<file path="config.mk">
export PLATFORM = sky130hd
export DESIGN_NAME = capture_packetizer_flat
export DESIGN_NICKNAME = d
export VERILOG_FILES = /design/src/rtl/fda_pkg.sv /design/src/rtl/capture_packetizer_if.sv /design/src/rtl/capture_packetizer_byte_tx_handshake.sv /design/src/rtl/capture_packetizer.sv /design/src/flat_wrapper.sv
export SDC_FILE = /design/constraint.sdc
export NUM_CORES = 1
export LEC_CHECK = 0
export ABC_AREA = 1
export CORE_ASPECT_RATIO = 2
export CORE_MARGIN = 2
export CORE_UTILIZATION = 58
export CTS_BUF_LIST = sky130_fd_sc_hd__clkbuf_4
export DETAILED_ROUTE_END_ITERATION = 10
export DONT_BUFFER_PORTS = 1
export PLACE_DENSITY_LB_ADDON = 0.3
export SLEW_MARGIN = 20
export SYNTH_ARGS = -nofsm -noshare
export SYNTH_HDL_FRONTEND = slang
export SYNTH_SLANG_ARGS = --single-unit
export TNS_END_PERCENT = 20
</file>
<file path="constraint.sdc">
create_clock -name clk -period 5.8 [get_ports clk]
set_clock_uncertainty 0.15 [all_clocks]
set_input_delay 0.29 -clock clk [delete_from_list [all_inputs] [get_ports clk]]
set_output_delay 0.29 -clock clk [all_outputs]
set_load 0.02 [all_outputs]
</file>
<file path="src/rtl/fda_pkg.sv">
// Shared definitions for the capture packetizer.
//   SYNC0/SYNC1 : packet header bytes
//   state_t     : packetizer FSM state encoding
package fda_pkg;

    localparam logic [7:0] SYNC0 = 8'hA5;
    localparam logic [7:0] SYNC1 = 8'h5A;

    typedef enum logic [3:0] {
        S_IDLE    = 4'd0,
        S_SYNC0   = 4'd1,
        S_SYNC1   = 4'd2,
        S_REQ     = 4'd3,
        S_WAITV   = 4'd4,
        S_SEND_HI = 4'd5,
        S_SEND_LO = 4'd6,
        S_CNT_HI  = 4'd7,
        S_CNT_LO  = 4'd8,
        S_CSUM    = 4'd9
    } state_t;

endpackage

</file>
<file path="src/rtl/capture_packetizer_if.sv">
// Bus between the packetizer, the capture buffer and the byte transmitter.
//   Capture side : dataReadyToRead, dataEmpty, dataValid, dataIn (to packetizer);
//                  dataRead, readyToTransmit, abortFlag (from packetizer)
//   Transmit side: txBusy (to packetizer); txByte, txStrobe (from packetizer)
// master = packetizer, slave = capture buffer / transmitter environment.
interface capture_packetizer_if;

    logic        dataReadyToRead;
    logic        dataEmpty;
    logic        dataValid;
    logic [15:0] dataIn;
    logic        dataRead;
    logic        readyToTransmit;
    logic        abortFlag;
    logic        txBusy;
    logic [7:0]  txByte;
    logic        txStrobe;

    modport master (
        input  dataReadyToRead, dataEmpty, dataValid, dataIn, txBusy,
        output dataRead, readyToTransmit, abortFlag, txByte, txStrobe
    );

    modport slave (
        output dataReadyToRead, dataEmpty, dataValid, dataIn, txBusy,
        input  dataRead, readyToTransmit, abortFlag, txByte, txStrobe
    );

endinterface

</file>
<file path="src/rtl/capture_packetizer_byte_tx_handshake.sv">
// Byte-load handshake towards a UART/FTDI style transmitter.
//   clk, rst  : clock, synchronous active-high reset
//   load      : a byte is waiting to be sent
//   byteIn    : the byte to send
//   txBusy    : transmitter busy (rises the cycle after txStrobe)
//   txByte    : registered byte, stable while txStrobe is high
//   txStrobe  : one-cycle load pulse
//   accepted  : high on the strobe cycle; the caller advances on it
module byte_tx_handshake (
    input  logic       clk,
    input  logic       rst,
    input  logic       load,
    input  logic [7:0] byteIn,
    input  logic       txBusy,
    output logic [7:0] txByte,
    output logic       txStrobe,
    output logic       accepted
);

    // Gating on the previous strobe keeps the pulse one cycle wide and
    // covers the cycle before txBusy has had a chance to rise.
    always_ff @(posedge clk) begin
        if (rst) begin
            txStrobe <= 1'b0;
            txByte   <= 8'h00;
        end else if (load && !txBusy && !txStrobe) begin
            txStrobe <= 1'b1;
            txByte   <= byteIn;
        end else begin
            txStrobe <= 1'b0;
        end
    end

    assign accepted = txStrobe;

endmodule

</file>
<file path="src/rtl/capture_packetizer.sv">
// Drains 16-bit words from the capture buffer into a byte transmitter as
// packets: A5 5A, word bytes (MSB first), count (2 B, MSB first), checksum.
//   clk, rst : clock, synchronous active-high reset
//   bus      : capture_packetizer_if.master (capture and transmit handshakes)
// Parameters:
//   MAX_WORDS     : packet closes once this many words are sent
//   VALID_TIMEOUT : cycles allowed in WAITV before the packet is aborted
module capture_packetizer
    import fda_pkg::*;
#(
    parameter int MAX_WORDS     = 1024,
    parameter int VALID_TIMEOUT = 16
) (
    input  logic                  clk,
    input  logic                  rst,
    capture_packetizer_if.master  bus
);

    localparam int TW = $clog2(VALID_TIMEOUT) + 1;
    localparam logic [TW-1:0] T_LAST  = TW'(VALID_TIMEOUT - 1);
    localparam logic [15:0]   MAX_CNT = 16'(MAX_WORDS);

    state_t      state, stateNext;
    logic [15:0] wordCount;
    logic [15:0] word;
    logic [7:0]  checksum;
    logic [TW-1:0] timer;
    logic        readyReg;
    logic        abortReg;

    logic        load;
    logic [7:0]  sendByte;
    logic        accepted;
    logic        readReq;

    byte_tx_handshake u_tx (
        .clk      (clk),
        .rst      (rst),
        .load     (load),
        .byteIn   (sendByte),
        .txBusy   (bus.txBusy),
        .txByte   (bus.txByte),
        .txStrobe (bus.txStrobe),
        .accepted (accepted)
    );

    always_ff @(posedge clk) begin
        if (rst) state <= S_IDLE;
        else     state <= stateNext;
    end

    always_comb begin
        stateNext = state;
        load      = 1'b0;
        sendByte  = 8'h00;
        readReq   = 1'b0;
        unique case (state)
            S_IDLE:
                if (bus.dataReadyToRead && !bus.dataEmpty) stateNext = S_SYNC0;
            S_SYNC0: begin
                load = 1'b1; sendByte = SYNC0;
                if (accepted) stateNext = S_SYNC1;
            end
            S_SYNC1: begin
                load = 1'b1; sendByte = SYNC1;
                if (accepted) stateNext = S_REQ;
            end
            S_REQ:
                if (bus.dataEmpty || wordCount == MAX_CNT) begin
                    stateNext = S_CNT_HI;
                end else begin
                    readReq   = 1'b1;
                    stateNext = S_WAITV;
                end
            S_WAITV:
                if (bus.dataValid)        stateNext = S_SEND_HI;
                else if (timer == T_LAST) stateNext = S_CNT_HI;
            S_SEND_HI: begin
                load = 1'b1; sendByte = word[15:8];
                if (accepted) stateNext = S_SEND_LO;
            end
            S_SEND_LO: begin
                load = 1'b1; sendByte = word[7:0];
                if (accepted) stateNext = S_REQ;
            end
            S_CNT_HI: begin
                load = 1'b1; sendByte = wordCount[15:8];
                if (accepted) stateNext = S_CNT_LO;
            end
            S_CNT_LO: begin
                load = 1'b1; sendByte = wordCount[7:0];
                if (accepted) stateNext = S_CSUM;
            end
            S_CSUM: begin
                load = 1'b1; sendByte = checksum;
                if (accepted) stateNext = S_IDLE;
            end
            default: stateNext = S_IDLE;
        endcase
    end

    // Datapath: counter, checksum, word latch, valid timer, status flags.
    always_ff @(posedge clk) begin
        if (rst) begin
            wordCount <= 16'h0000;
            checksum  <= 8'h00;
            word      <= 16'h0000;
            timer     <= '0;
            readyReg  <= 1'b1;
            abortReg  <= 1'b0;
        end else begin
            unique case (state)
                S_IDLE:
                    if (stateNext == S_SYNC0) begin
                        wordCount <= 16'h0000;
                        checksum  <= 8'h00;
                        abortReg  <= 1'b0;
                        readyReg  <= 1'b0;
                    end
                S_REQ:
                    timer <= '0;
                S_WAITV:
                    if (bus.dataValid) begin
                        word     <= bus.dataIn;
                        checksum <= checksum + bus.dataIn[15:8] + bus.dataIn[7:0];
                        if (wordCount != MAX_CNT) wordCount <= wordCount + 16'd1;
                    end else if (timer == T_LAST) begin
                        abortReg <= 1'b1;
                    end else begin
                        timer <= timer + 1'b1;
                    end
                S_CSUM:
                    if (accepted) readyReg <= 1'b1;
                default: ;
            endcase
        end
    end

    // Combinational from REQ: the FSM leaves REQ on the same edge, so the
    // request is exactly one cycle and never overlaps an outstanding read.
    assign bus.dataRead        = readReq;
    assign bus.readyToTransmit = readyReg;
    assign bus.abortFlag       = abortReg;

endmodule
</file>
<file path="src/flat_wrapper.sv">
// flat-port wrapper written by rule: the top's interface ports become plain ports
module capture_packetizer_flat import fda_pkg::*;
#(
    parameter int MAX_WORDS     = 1024,
    parameter int VALID_TIMEOUT = 16
)
  (clk, rst, bus_dataReadyToRead, bus_dataEmpty, bus_dataValid, bus_dataIn, bus_txBusy, bus_dataRead, bus_readyToTransmit, bus_abortFlag, bus_txByte, bus_txStrobe);
  capture_packetizer_if bus_i ();
  input  logic clk;
  input  logic rst;
  input wire logic [$bits(bus_i.dataReadyToRead)-1:0] bus_dataReadyToRead;
  input wire logic [$bits(bus_i.dataEmpty)-1:0] bus_dataEmpty;
  input wire logic [$bits(bus_i.dataValid)-1:0] bus_dataValid;
  input wire logic [$bits(bus_i.dataIn)-1:0] bus_dataIn;
  input wire logic [$bits(bus_i.txBusy)-1:0] bus_txBusy;
  output wire logic [$bits(bus_i.dataRead)-1:0] bus_dataRead;
  output wire logic [$bits(bus_i.readyToTransmit)-1:0] bus_readyToTransmit;
  output wire logic [$bits(bus_i.abortFlag)-1:0] bus_abortFlag;
  output wire logic [$bits(bus_i.txByte)-1:0] bus_txByte;
  output wire logic [$bits(bus_i.txStrobe)-1:0] bus_txStrobe;
  assign bus_i.dataReadyToRead = bus_dataReadyToRead;
  assign bus_i.dataEmpty = bus_dataEmpty;
  assign bus_i.dataValid = bus_dataValid;
  assign bus_i.dataIn = bus_dataIn;
  assign bus_i.txBusy = bus_txBusy;
  assign bus_dataRead = bus_i.dataRead;
  assign bus_readyToTransmit = bus_i.readyToTransmit;
  assign bus_abortFlag = bus_i.abortFlag;
  assign bus_txByte = bus_i.txByte;
  assign bus_txStrobe = bus_i.txStrobe;
  capture_packetizer #(.MAX_WORDS(MAX_WORDS), .VALID_TIMEOUT(VALID_TIMEOUT)) u_core (.clk(clk), .rst(rst), .bus(bus_i));
endmodule
</file>
Word level (Yosys, flattened, before mapping)
Index checks and enable logic that the tools add are counted.

cells by class
  reductions and logical operators = 19
  muxes and demuxes = 32
  $add $sub $neg = 4
  eq/ne operators = 20

operators with widths
  operator                                                  number
  case mux 8 bit (7 select lines)                           1
  2-to-1 mux 16 bit                                         3
  2-to-1 mux 4 bit                                          9
  case mux 4 bit (9 select lines)                           1
  case mux 16 bit (2 select lines)                          1
  adder 16 x 1 -> 16 bit (second input constant)            1
  adder 8 bit                                               2
  == test 16 x 11 -> 1 bit (second input constant)          1
  == test 4 x 3 -> 1 bit (second input constant)            4
  2-to-1 mux 8 bit                                          2
  inequality test 16 x 11 -> 1 bit (second input constant)  1
  case mux 8 bit (2 select lines)                           1
  2-to-1 mux 5 bit                                          2
  case mux 5 bit (2 select lines)                           1
  AND reduction 3 bit                                       3
  == test 4 x 1 -> 1 bit (second input constant)            2
  == test 4 x 2 -> 1 bit (second input constant)            2
  == test 4 bit (second input constant)                     2
  2-to-1 mux 1 bit                                          8
  inequality test 2 bit (second input constant)             4
  AND reduction 4 bit                                       2
  OR reduction 7 bit                                        1
  inequality test 2 x 1 -> 1 bit (second input constant)    3
  nonzero test 2 bit                                        3
  10 further kinds                                          15

storage, ports and cells
  input port bits = 22
  bits in registers = 60
  output and inout bits = 12

Longest topological paths before layout
  word-level depth = 7
  depth in mapped cells = 14

By module
Synthesis repeated with hierarchy kept, for this count alone.

unflattened totals
  cell total of the unflattened synthesis = 526
  area total of the unflattened synthesis = 3601.0 um^2

modules (own cells, without submodules)
  module              cells each  times used  area an instance (um^2)
  capture_packetizer  470         1           3216.8
  byte_tx_handshake   56          1           384.1

Worst setup path after synthesis
OpenSTA, ideal clock, no wires.

  path type = register -> register
  start = register u_core.checksum[1]
  end = register u_core.checksum[7]
  path buffers = 0
  period minus slack after synthesis = 2.234 ns
  stages on the path, launching flop included = 11
  slack = 3.566 ns
  required time = 5.537 ns
  arrival time = 1.971 ns
  library setup time = 0.113 ns
  path through = dfxtp_1 > fa_1 > ha_1 > fa_1 > nand4_1 > nand3_1 > nand2b_1 > nand3_1 > nand3_1 > nand2_1 > nor2_1

between the ends
  cells in the longest elaborated chain, start to end = 4

ends and longest elaborated chain
  what                             line                       RTL
  start, declared                  capture_packetizer.sv:26   logic [7:0] checksum;
  start signal, assigned           capture_packetizer.sv:125  checksum <= checksum + bus.dataIn[15:8] + bus.dataIn[7:0];
  adder 8 bit (2 in a row)         capture_packetizer.sv:125
  2-to-1 mux 8 bit                 capture_packetizer.sv:123  if (bus.dataValid) begin
  case mux 8 bit (2 select lines)  capture_packetizer.sv:112  unique case (state)

Every way passes these cells. The select of a mux whose other input is x is not followed.
A chain may end at the register's enable or synchronous reset.

Final worst setup path
  start = register u_core.state[2]
  end = register u_core.wordCount[0]

between the ends
  cells in the longest elaborated chain, start to end = 6
  elaborated cells on any way between the ends = 28

ends and longest elaborated chain
  what                                                                            line                       RTL
  start, declared                                                                 capture_packetizer.sv:23   state_t state, stateNext;
  start signal, assigned                                                          capture_packetizer.sv:49   else state <= stateNext;
  == test 4 x 2 -> 1 bit (tied with other cells)                                  capture_packetizer.sv:57   unique case (state)
  OR reduction 2 bit (no source line) / 2-to-1 mux 4 bit (equally long branches)  --
  case mux 4 bit (9 select lines)                                                 capture_packetizer.sv:57
  == test 4 x 1 -> 1 bit                                                          capture_packetizer.sv:114  if (stateNext == S_SYNC0) begin
  inequality test 2 x 1 -> 1 bit (no source line)                                 --
  AND reduction 4 bit (no source line)                                            --
  end signal, assigned                                                            capture_packetizer.sv:126  if (wordCount != MAX_CNT) wordCount <= wordCount + 16'd1;
  end, declared                                                                   capture_packetizer.sv:24   logic [15:0] wordCount;

Parallel ways exist; a longest one is shown, timed or not.

==> impl.org <==
** Run status
- Run status :: completed

** Cells and area
- Relative to the synthesized area, the layout overhead comes to 8.85%.
- Leaving out fill and tap cells, the most frequent cell in the layout is sky130_fd_sc_hd__nand2_1.
- Once layout is complete, the cells apart from fillers number 636.
- Summing all non-filler instances in the final layout gives an area of 3960 um^2.
- The multi-input combinational cells in the finished layout cover a total of 2100 um^2.
- Final core utilization :: 0.653
- Net count, final :: ~600
- In the final layout, the share of cells above drive strength 1 is 0.0817.
- Filler Cell Count :: 540
- Reg area :: 1200 um^2
- Commonest cells after routing, fill and taps aside :: sky130_fd_sc_hd__nand2_1, sky130_fd_sc_hd__nor2_1, sky130_fd_sc_hd__inv_1, sky130_fd_sc_hd__dfxtp_1, sky130_fd_sc_hd__o21ai_0

** Critical path
- Signal arrival time at the worst endpoint :: between 3000 and 4000 ps
- The endpoint identified for the worst register-to-register timing path is u_core.wordCount[0].
- List of cells traversed by the critical path :: inv_1 -> nor2_2 -> nand2_2 -> nor2_4 -> nand2_1 -> nand2_1 -> inv_1 -> a21oi_1 -> nor2_1
- The worst setup path is of the flip-flop to flip-flop kind.
- Endpoint required time on the critical path :: 5980 ps
- Maximum fanout along the worst path :: 25
- The worst setup path is captured at a flip-flop.
- Critical Path Slowest Stage Cell :: sky130_fd_sc_hd__dfxtp_1
- Type of origin of the critical path :: flip-flop
- Longest individual stage delay on the worst path :: roughly 660 ps
- Source of the worst register-to-register timing path :: u_core.state[2]
- Setup slack on the worst flop-to-flop path :: 2760 ps
- Depth of the worst register-to-register path :: 9

** Logic synthesis
- Among all flip-flop cells after synthesis, the most frequent one is sky130_fd_sc_hd__dfxtp_1.
- Fraction of the yosys area taken by sequential cells :: 0.330
- Counting every instance in the synthesized netlist gives between 500 and 600.
- Seq cells post-synth :: 60
- Fraction of post-synthesis cell area in the top cell type by area :: 0.330
- Of all cell types, the one taking the most synthesized area is sky130_fd_sc_hd__dfxtp_1.
- In this run the cell area of the synthesized design comes to 3630 um^2.
- After synthesis, the share of flip-flops with an asynchronous set or reset is 0.
- Post-synthesis net count :: approximately 570
- The average instance in the mapped netlist occupies 6.82 um^2.
- Count of flip-flops with a built-in enable after synthesis :: 0
- By area the synthesized netlist is led by sky130_fd_sc_hd__dfxtp_1, sky130_fd_sc_hd__nand2_1, sky130_fd_sc_hd__nor2_1, sky130_fd_sc_hd__o21ai_0, sky130_fd_sc_hd__a21oi_1.
- During synthesis, Yosys emitted a total of 0 warnings.
- Number of distinct library cells after synthesis :: 39

** Detailed routing
- The pre-antenna-repair detailed-routing pass consisted of 5 iterations.
- Number of vias after detailed routing :: about 3700
- Average wire per standard cell :: ~16 um
- For this block, the initial DRC count from the detailed router was 316.
- Using the TritonRoute via totals, the vias-per-cell ratio works out to slightly below 6.
- For this block, the routed nets add up to 10500 um of wire.
- The count of nets left with antenna violations once routing finished came out at 0.
- Drc violations :: 0

** Placement
- Counting tap cells, the placed design contains a total of around 600 instances.
- After legalization and detailed placement, the total HPWL measured 7750 um.
- Number of port buffers :: 0
- At the end of routability-driven placement, the weighted congestion stood at around 0.95.
- Summing all placed instances gives a cell area of 3680 um^2.

** Hold path
- Type of the worst min-delay path :: primary input to flip-flop
- Hold path startpoint :: bus_dataEmpty
- Worst hold path stage count :: 4
- The worst hold path terminates at u_core.state[1].

** Floorplanning
- Floorplan Core Area :: 6060 um^2
- I/O pin total :: 34
- The floorplan step set the die height to between 100 and 150 um.
- The die is 60.0 um wide.
- Total Die Area :: 6950 um^2
- Floorplan row count :: 40
- Initial Utilization :: 0.600

** Global routing
- The number of antenna violations at the first check in global routing was 1.
- Total routing usage reported by global routing :: 0.332
- The first global-routing pass estimated 17000 um of wire.
- For this run the aggregate overflow at the end of global routing stands at 0.
- Pin count of the biggest net entering global routing :: 35
- Via count of the first global-routing pass :: about 3700

** Clock tree
- The clock passes through at most 2 buffers.
- Cell chosen for the clock root :: sky130_fd_sc_hd__clkbuf_4
- Gates resized during post-CTS repair numbered 0.
- Clock-pin slew was measured on the worst setup and hold paths at 100 ps.
- TritonCTS clock tree :: done
- Clock Sinks :: 60
- The H-tree generated during clock tree synthesis spans 3 levels.
- TritonCTS buffer count :: 9
- At the later pin of the worst-skew pair, clock insertion delay measures 440 ps.

** Power and ir drop
- Total power per unit cell area :: 228 nW/um^2
- Across the VDD grid, the largest voltage drop is 0.000188 V.
- Total leakage power :: 1.63 nW

** STA
- Final Critical Period :: 3040 ps
- Period utilization :: 0.524
- Total count of max-transition violations in the final report :: 0
- RSZ-0062 raised after global routing :: false
- At the pin with the least slew margin, the transition time is ~850 ps.
- Setup violations remaining at the end of the flow were counted as 0.
- Based on the critical path, the design can be clocked at up to around 330 MHz.
- In the final timing run, aggregate negative setup slack is 0 ps.
- Remaining max-slew budget at the tightest pin :: 0.427
- The total count of hold-check failures in the final report was 0.

** Run
- The tool flagged a number of max-cap violations equal to 0.
## power breakdown
part           switching (mW)  total (mW)  internal [mW]
Combinational           0.126       0.208         0.0820
Sequential             0.0304       0.461          0.431
Clock                   0.150       0.235         0.0845
Total                   0.306       0.904          0.597
## sequential cells by signal (all words and copies together), names as in the netlist
name	cells
u_core.u_tx.txByte	8
u_core.word	16
u_core.state	4
u_core.wordCount	16
u_core.bus.readyToTransmit	1
u_core.checksum	8
u_core.bus.abortFlag	1
u_core.timer	5
u_core.u_tx.accepted	1
## cells in the mapped netlist (2+ instances only)
| cell | instances |
|---|---|
| sky130_fd_sc_hd__a21oi_1 | 46 |
| sky130_fd_sc_hd__a21oi_2 | 8 |
| sky130_fd_sc_hd__a31oi_1 | 5 |
| sky130_fd_sc_hd__buf_2 | 6 |
| sky130_fd_sc_hd__clkbuf_1 | 9 |
| sky130_fd_sc_hd__dfxtp_1 | 60 |
| sky130_fd_sc_hd__fa_1 | 8 |
| sky130_fd_sc_hd__ha_1 | 10 |
| sky130_fd_sc_hd__inv_1 | 60 |
| sky130_fd_sc_hd__inv_2 | 6 |
| sky130_fd_sc_hd__nand2_1 | 88 |
| sky130_fd_sc_hd__nand2_2 | 3 |
| sky130_fd_sc_hd__nand2b_1 | 2 |
| sky130_fd_sc_hd__nand3_1 | 37 |
| sky130_fd_sc_hd__nand4_1 | 10 |
| sky130_fd_sc_hd__nor2_1 | 77 |
| sky130_fd_sc_hd__nor2_2 | 3 |
| sky130_fd_sc_hd__nor2_4 | 3 |
| sky130_fd_sc_hd__nor3_1 | 9 |
| sky130_fd_sc_hd__nor4_1 | 3 |
| sky130_fd_sc_hd__o2111ai_1 | 3 |
| sky130_fd_sc_hd__o211ai_1 | 2 |
| sky130_fd_sc_hd__o21ai_0 | 50 |
| sky130_fd_sc_hd__o21ai_1 | 3 |
| sky130_fd_sc_hd__o22ai_1 | 5 |
| sky130_fd_sc_hd__xnor2_1 | 4 |
## worst max path at each step
stage | cells past startpoint | from | to | slack [ps]
global route | 9 | u_core.state[2] | u_core.wordCount[0] | 2470
finish | 9 | u_core.state[2] | u_core.wordCount[0] | 2760
detailed placement | 9 | u_core.state[2] | u_core.wordCount[1] | 2870
floorplan | 10 | u_core.checksum[1] | u_core.checksum[7] | 3570
global placement | 9 | u_core.state[2] | u_core.wordCount[11] | 2980
CTS | 9 | u_core.state[2] | u_core.wordCount[1] | 2850
## worst max-delay path: cells and delay by family, from the launching register on
kind,cells,cell delay [ps]
simple gates,6,1420
compound gates,1,210
buf+inv,2,470
flops,1,660
## cell families (layout without fill, tap and decap cells)
logic type	after synthesis	count (layout)	share of synthesized area
simple gates	239	239	0.290
compound gates	127	127	0.197
buf+inv	84	102	0.0919
flops	60	60	0.330
fa+ha+maj	18	18	0.0785
xor+xnor	5	5	0.0120
other cells	0	1	0
## through the flow
step | hold slack (ps) | power, mW | setup slack (ps)
after detailed placement | 213 | 0.660 | 2870
final | 26.1 | 0.904 | 2760
after global placement | 211 | 0.651 | 2980
after CTS | 24.4 | 0.898 | 2850
after floorplan | 275 | 0.615 | 3570
after global routing | 56.5 | 0.946 | 2470
## layer usage
layer  global-route usage  part of all wire  vias to the layer above  wire length [um]
met5                    0                 0                        -                 0
met4                0.227             0.058                        0               607
met3               0.0792             0.048                       47               501
met2                0.593              0.55                      137              5730
met1                0.318              0.35                     1718              3620
li1                     -                 -                     1795                 -
## final cells by class
type / instances / share of cell area
antenna: 1 / 0.000633
clock buffer: 10 / 0.0190
clock inverter: 4 / 0.00474
inverter: 67 / 0.0636
multi-input combinational: 389 / 0.531
sequential: 60 / 0.304
tap: 84 / 0.0266
timing repair buffer: 21 / 0.0512
## what timing repair did
item,4_1_cts,5_1_grt
setup buffers,0,0
hold buffers,18,0
endpoints found under the hold margin,27,0
No activity file was read; power rests on OpenSTA's default activity.
